### src/rtl/deshif.sv
// deshif: binary-to-one-hot decoder with a registered copy and valid flag.
// Optional DESHIF_CHG_EN adds a one-cycle chg pulse whenever y_q changes value.
module deshif #(
    parameter int SEL_W = 2,
    localparam int OUT_W = 2**SEL_W
) (
    input  logic             clk,
    input  logic             rst,
    input  logic             en,
    input  logic [SEL_W-1:0] a,
    output logic [OUT_W-1:0] y,
    output logic [OUT_W-1:0] y_q,
    output logic             vld_q
`ifdef DESHIF_CHG_EN
    ,
    output logic             chg
`endif
);
    always_comb y = en ? OUT_W'(1) << a : '0;
    always_ff @(posedge clk or posedge rst) begin
        if (rst) begin
            y_q   <= '0;
            vld_q <= 1'b0;
        end else begin
            y_q   <= y;
            vld_q <= en;
        end
    end
`ifdef DESHIF_CHG_EN
    // high during the cycle following an edge that loaded a different y_q
    always_ff @(posedge clk or posedge rst) begin
        if (rst) chg <= 1'b0;
        else     chg <= y != y_q;
    end
`endif
endmodule

### config.mk
export PLATFORM = sky130hd
export DESIGN_NAME = deshif
export DESIGN_NICKNAME = d
export VERILOG_FILES = /design/src/rtl/deshif.sv
export SDC_FILE = /design/constraint.sdc
export NUM_CORES = 1
export LEC_CHECK = 0
export BUFFER_PORTS_ARGS = -buffer_cell sky130_fd_sc_hd__buf_4
export CAP_MARGIN = 20
export CORE_AREA = 2 2 39 41
export CTS_BUF_LIST = sky130_fd_sc_hd__clkbuf_4
export CTS_CLUSTER_DIAMETER = 40
export CTS_CLUSTER_SIZE = 12
export DETAILED_ROUTE_END_ITERATION = 8
export DIE_AREA = 0 0 41 43
export PLACE_DENSITY_LB_ADDON = 0.1
export SLEW_MARGIN = 25
export SYNTH_ARGS = -nofsm -noshare
export SYNTH_HDL_FRONTEND = slang
export SYNTH_SLANG_ARGS = --single-unit
### constraint.sdc
create_clock -name clk -period 1 [get_ports clk]
set_input_delay 0.1 -clock clk [delete_from_list [all_inputs] [get_ports clk]]
set_output_delay 0.1 -clock clk [all_outputs]
set_load 0.01 [all_outputs]
==> results of run 1 <==
## layout make-up
| cell class | instances | share of cell area, % |
|---|---|---|
| Sequential cell | 5 | 37.5 |
| Timing Repair Buffer | 15 | 35.2 |
| Multi-Input combinational cell | 4 | 11.2 |
| Clock buffer | 4 | 8.99 |
| Tap cell | 16 | 5.99 |
| Inverter | 1 | 1.12 |
## timing repair
action                                 CTS  global route
hold buffers                             2             0
resized for setup                        0             0
endpoints found under the hold margin    6             0
buffers inserted                         0             0
## cells by family (layout without fill, tap and decap cells)
logic type    count (synthesis)  count (layout)  share of synthesized area, %
flops                         5               5                          75.2
simple gates                  4               4                          22.6
buf+inv                       1              20                          2.25
## stage by stage
| stage | hold WS [ps] | util, % |
|---|---|---|
| 6_report | 41.8 | 24.1 |
| 5_1_grt | 31.2 | 24.1 |
| 4_1_cts | 35.7 | 24.1 |
| 3_5_place_dp | 15.8 | 20.5 |
| 3_3_place_gp | 11.9 | 20.5 |
| 2_1_floorplan | -121 | - |
## power groups by stage
stage                     clock network (mW)  logic (mW)  registers (mW)
after floorplan                            0      0.0146           0.221
after global placement                     0      0.0594           0.216
after detailed placement                   0      0.0602           0.216
after CTS                              0.265      0.0661           0.213
after global routing                   0.287      0.0721           0.213
final                                  0.252      0.0642           0.213
## sequential cells by signal (all words and copies together), names as in the netlist
| register | count |
|---|---|
| vld_q | 1 |
| y_q | 4 |
## cell usage in the layout, fill, tap and decap left out, drive strengths merged
| cell | netlist | layout |
|---|---|---|
| inv | 1 | 1 |
| clkbuf | 0 | 4 |
| buf | 0 | 13 |
| and3b | 2 | 2 |
| dlygate4sd3 | 0 | 2 |
| nor3b | 1 | 1 |
| and3 | 1 | 1 |
| dfrtp | 5 | 5 |
## routing by layer
layer / share of wire (%) / vias to the layer above
met1: 40 / 56
met2: 45 / 10
met3: 16 / 0
met4: 0 / 0
met5: 0 / -
li1: - / 70
## final timing paths
path	startpoint	endpoint	slack, ps
max	y_q[3]$_DFF_PP0_	y_q[3]	180
min	a[0]	y_q[0]$_DFF_PP0_	40
max in group asynchronous	rst	y_q[1]$_DFF_PP0_	520
min in group asynchronous	rst	vld_q$_DFF_PP0_	310
==> results.sh, run 1 <==
export IMPL_async_flop_share_pct=100
export IMPL_fmax_ghz=1.22
export IMPL_synth_commonest_cells="dfrtp_1, and3b_1, and3_2, inv_1, nor3b_2"
export IMPL_multi_input_area_um2=37.5
export IMPL_grt_first_pass_wirelength_um=593
export IMPL_criticalPathCategory="flip-flop to output pin"
export IMPL_slew_viol_final=0
export IMPL_viasPerCell=3.02
export IMPL_path_clk_slew_ps=40
export IMPL_cp_start_kind="flip-flop"
export IMPL_ant_nets=0
export IMPL_grt_use_met3_pct=4.71
export IMPL_synth_flop_cell="dfrtp_1"
export IMPL_drive_gt1_share_pct=65.5
export IMPL_yosys_warnings=0
export IMPL_drc=0
export IMPL_design_area_um2=334
export IMPL_die_h_um=43
export IMPL_seq_power_share_pct=40.3
export IMPL_synth_most_common_cell="dfrtp_1"
export IMPL_p_sw_share_pct=19.4
export IMPL_crit_cells=1
export IMPL_setup_ws_ps=178
export IMPL_synthesis_area_um2=166
export IMPL_critPathMaxFanout=1
export IMPL_cp_cell_sequence="buf_4"
export IMPL_rsz0062_at_grt="no"
export IMPL_portBuffers=13
export IMPL_cts_buffers=3
export IMPL_placedInstanceArea_um2=284
export IMPL_antenna_found_initial=0
export IMPL_tns_ps=0
export IMPL_grt_max_degree=6
export IMPL_area_growth_syn_to_layout_pct=101
export IMPL_critical_path_max_stage_delay_ps=350
export IMPL_vias=136
export IMPL_wl_per_cell_um=8.13
export IMPL_cp_slowest_cell="dfrtp_1"
export IMPL_globalplace_congestion=0.611
export IMPL_cap_violations=0
export IMPL_regArea_um2=125
export IMPL_synth_cell_types=5
export IMPL_yosysTopAreaCell="dfrtp_1"
export IMPL_fin_cells=45
export IMPL_netlist_instances=10
export IMPL_finalCriticalPeriod_ps=822
export IMPL_antenna_cells=0
export IMPL_first_pass_iters=1
export IMPL_leakage_nw=0.186
export IMPL_outcome="completed"
export IMPL_crit_arrival_ps=720
export IMPL_hold_viol=0
export IMPL_ys_seq_elements=5
export IMPL_min_period_over_period_pct=82.2
export IMPL_end_kind="output pin"
export IMPL_clock_power_share_pct=47.6
export IMPL_fillers=142
export IMPL_path_buf_inv=1
export IMPL_hold_class="primary input to flip-flop"
export IMPL_grtUsageMet1_pct=5.86
export IMPL_synth_top_cell_area_share_pct=75.2
export IMPL_core_area_um2=1380
export IMPL_ys_top_cells_by_area="dfrtp_1, and3b_1, nor3b_2"
export IMPL_cts_htree_levels=1
export IMPL_power_frac_comb_pct=12.1
export IMPL_vdd_ir_drop_worst_mv=0.371
export IMPL_grt_overflow_total=0
export IMPL_ctsRootBufferMaster="clkbuf_4"
export IMPL_yosysSeqAreaShare_pct=75.2
export IMPL_grt_pass1_vias=138
export IMPL_path_delay_family="flip-flops"
export IMPL_cts_sinks=5
export IMPL_wirelength_um=366
export IMPL_worst_slew_pin_slew_ps=176
export IMPL_min_path_cells=2
export IMPL_cts_tree="yes"
export IMPL_power_density_nw_per_um2=1580
export IMPL_crit_required_ps=900
export IMPL_synth_edf_count=0
export IMPL_die_w_um=41
export IMPL_syn_num_nets=15
export IMPL_power_uw=529
export IMPL_fin_nets=35
export IMPL_dp_cells=39
export IMPL_io_pins=14
export IMPL_synth_avg_cell_area_um2=16.6
export IMPL_dieArea_um2=1760
export IMPL_preCtsSetupSlack_ps=308
export IMPL_setup_viol=0
export IMPL_placementRows=14
export IMPL_grtUsageTotal_pct=6.45
export IMPL_p_int_uw=427
export IMPL_grt_busiest_layer="met4"
export IMPL_p_sw_uw=103
export IMPL_max_slew_margin_rel_pct=88.2
export IMPL_use_met2_pct=5.94
export IMPL_cts_buffer_depth=2
export IMPL_start_util_pct=12.0
export IMPL_drt_initial_drc_count=0
No activity file was read; power rests on OpenSTA's default activity.
==> run 2, diff against run 1 <==
clock period = 0.8 ns   (was 1 ns; I/O delays follow)
==> results.sh, run 2 (same netlist as run 1, synthesis figures left out) <==
export IMPL_fmax_ghz=1.25
export IMPL_grt_overflow_total=0
export IMPL_wl_per_cell_um=7.82
export IMPL_cp_slowest_cell="dfrtp_1"
export IMPL_biggestRegsByFlops="y_q x4, vld_q x1"
export IMPL_path_delay_family="flip-flops"
export IMPL_worst_slew_pin_slew_ps=175
export IMPL_drc=0
export IMPL_start_util_pct=12.0
export IMPL_ctsRootBufferMaster="clkbuf_4"
export IMPL_crit_arrival_ps=720
export IMPL_cts_htree_levels=1
export IMPL_cts_sinks=5
export IMPL_globalplace_congestion=0.617
export IMPL_grt_first_pass_wirelength_um=593
export IMPL_rsz0062_at_grt="yes"
export IMPL_placementRows=14
export IMPL_path_buf_inv=1
export IMPL_hold_class="primary input to flip-flop"
export IMPL_die_w_um=41
export IMPL_grt_max_degree=6
export IMPL_die_h_um=43
export IMPL_fin_nets=35
export IMPL_preCtsSetupSlack_ps=140
export IMPL_outcome="completed"
export IMPL_dieArea_um2=1760
export IMPL_setup_ws_ps=0.420
export IMPL_finalCriticalPeriod_ps=800
export IMPL_cap_violations=0
export IMPL_portBuffers=13
export IMPL_drt_initial_drc_count=0
export IMPL_largest_reg_flops=4
export IMPL_antenna_found_initial=0
export IMPL_placedInstanceArea_um2=284
export IMPL_top_register="y_q"
export IMPL_critical_path_max_stage_delay_ps=370
export IMPL_viasPerCell=3.22
export IMPL_design_area_um2=353
export IMPL_io_pins=14
export IMPL_drive_gt1_share_pct=65.5
export IMPL_slew_viol_final=0
export IMPL_min_period_over_period_pct=99.9
export IMPL_wirelength_um=352
export IMPL_end_kind="output pin"
export IMPL_path_clk_slew_ps=40
export IMPL_crit_required_ps=720
export IMPL_first_pass_iters=1
export IMPL_cts_buffers=3
export IMPL_vdd_ir_drop_worst_mv=0.499
export IMPL_post_cts_buffers=0
export IMPL_cp_cell_sequence="buf_6"
export IMPL_final_cell_mix="buf_4, buf_6, dfrtp_1"
export IMPL_hold_viol=0
export IMPL_ant_nets=0
export IMPL_cts_buffer_depth=2
export IMPL_area_growth_syn_to_layout_pct=112
export IMPL_setup_viol=0
export IMPL_grt_pass1_vias=157
export IMPL_endpoint="y_q[3]"
export IMPL_grtUsageTotal_pct=6.36
export IMPL_max_slew_margin_rel_pct=88.4
export IMPL_cts_tree="yes"
export IMPL_crit_cells=1
export IMPL_leakage_nw=0.191
export IMPL_power_density_nw_per_um2=1900
export IMPL_criticalPathCategory="flip-flop to output pin"
export IMPL_core_area_um2=1380
export IMPL_antenna_cells=0
export IMPL_vias=145
export IMPL_cp_start_kind="flip-flop"
export IMPL_final_common_cell="buf_4"
export IMPL_startpoint="y_q[3]$_DFF_PP0_"
export IMPL_critPathMaxFanout=1
-- run 2: cell counts in the layout (fill, tap and decap cells not counted) --
No cell type changed its count.
-- run 2: power breakdown --
| group | internal [mW] | leakage, nW | switching, mW |
|---|---|---|---|
| logic | 0.0534 | 0.107 | 0.0328 |
| clock network | 0.222 | 0.0184 | 0.0934 |
| registers | 0.264 | 0.0655 | 0.00440 |
-- run 2: routing by layer --
layer / wire length [um] / part of all wire, % / track usage [%]
met1: 137 / 39 / 6.21
met4: 0 / 0 / 12.0
met2: 166 / 47 / 5.31
met5: 0 / 0 / 0
met3: 48 / 14 / 4.71
-- run 2: layout make-up --
| cell class | count | area (um2) |
|---|---|---|
| fillers | 146 | 1030 |
| repair buffers | 15 | 136 |
| flip-flops and latches | 5 | 125 |
| multi-input cells | 4 | 37.5 |
| inverters | 1 | 3.75 |
| well taps | 16 | 20.0 |
| clock buffers | 4 | 30.0 |
-- run 2: how the worst min path moves through the flow --
stage / cells past startpoint / endpoint / from / slack, ps
floorplan: 1 / vld_q$_DFF_PP0_ / rst / -140
global placement: 2 / vld_q$_DFF_PP0_ / rst / -8
detailed placement: 2 / vld_q$_DFF_PP0_ / rst / -8
CTS: 2 / y_q[0]$_DFF_PP0_ / a[0] / 20
global route: 2 / y_q[0]$_DFF_PP0_ / a[1] / 10
finish: 2 / y_q[0]$_DFF_PP0_ / a[0] / 20
-- run 2: metrics by stage --
step	instances	TNS, ps	utilization (%)	power, mW	hold slack [ps]
after floorplan	10	0	-	0.294	-141
after global placement	39	0	20.5	0.344	-7.81
after detailed placement	39	0	20.5	0.345	-8.08
after CTS	45	-60.4	25.5	0.692	16.0
after global routing	45	-161	25.5	0.725	11.6
final	45	0	25.5	0.670	24.2
-- run 2: what timing repair did --
item / in CTS / in global routing
resized for setup: 5 / 0
hold endpoints to repair: 6 / 0
hold buffers: 2 / 0
setup endpoints to repair: 5 / 5
gates cloned: 0 / 0
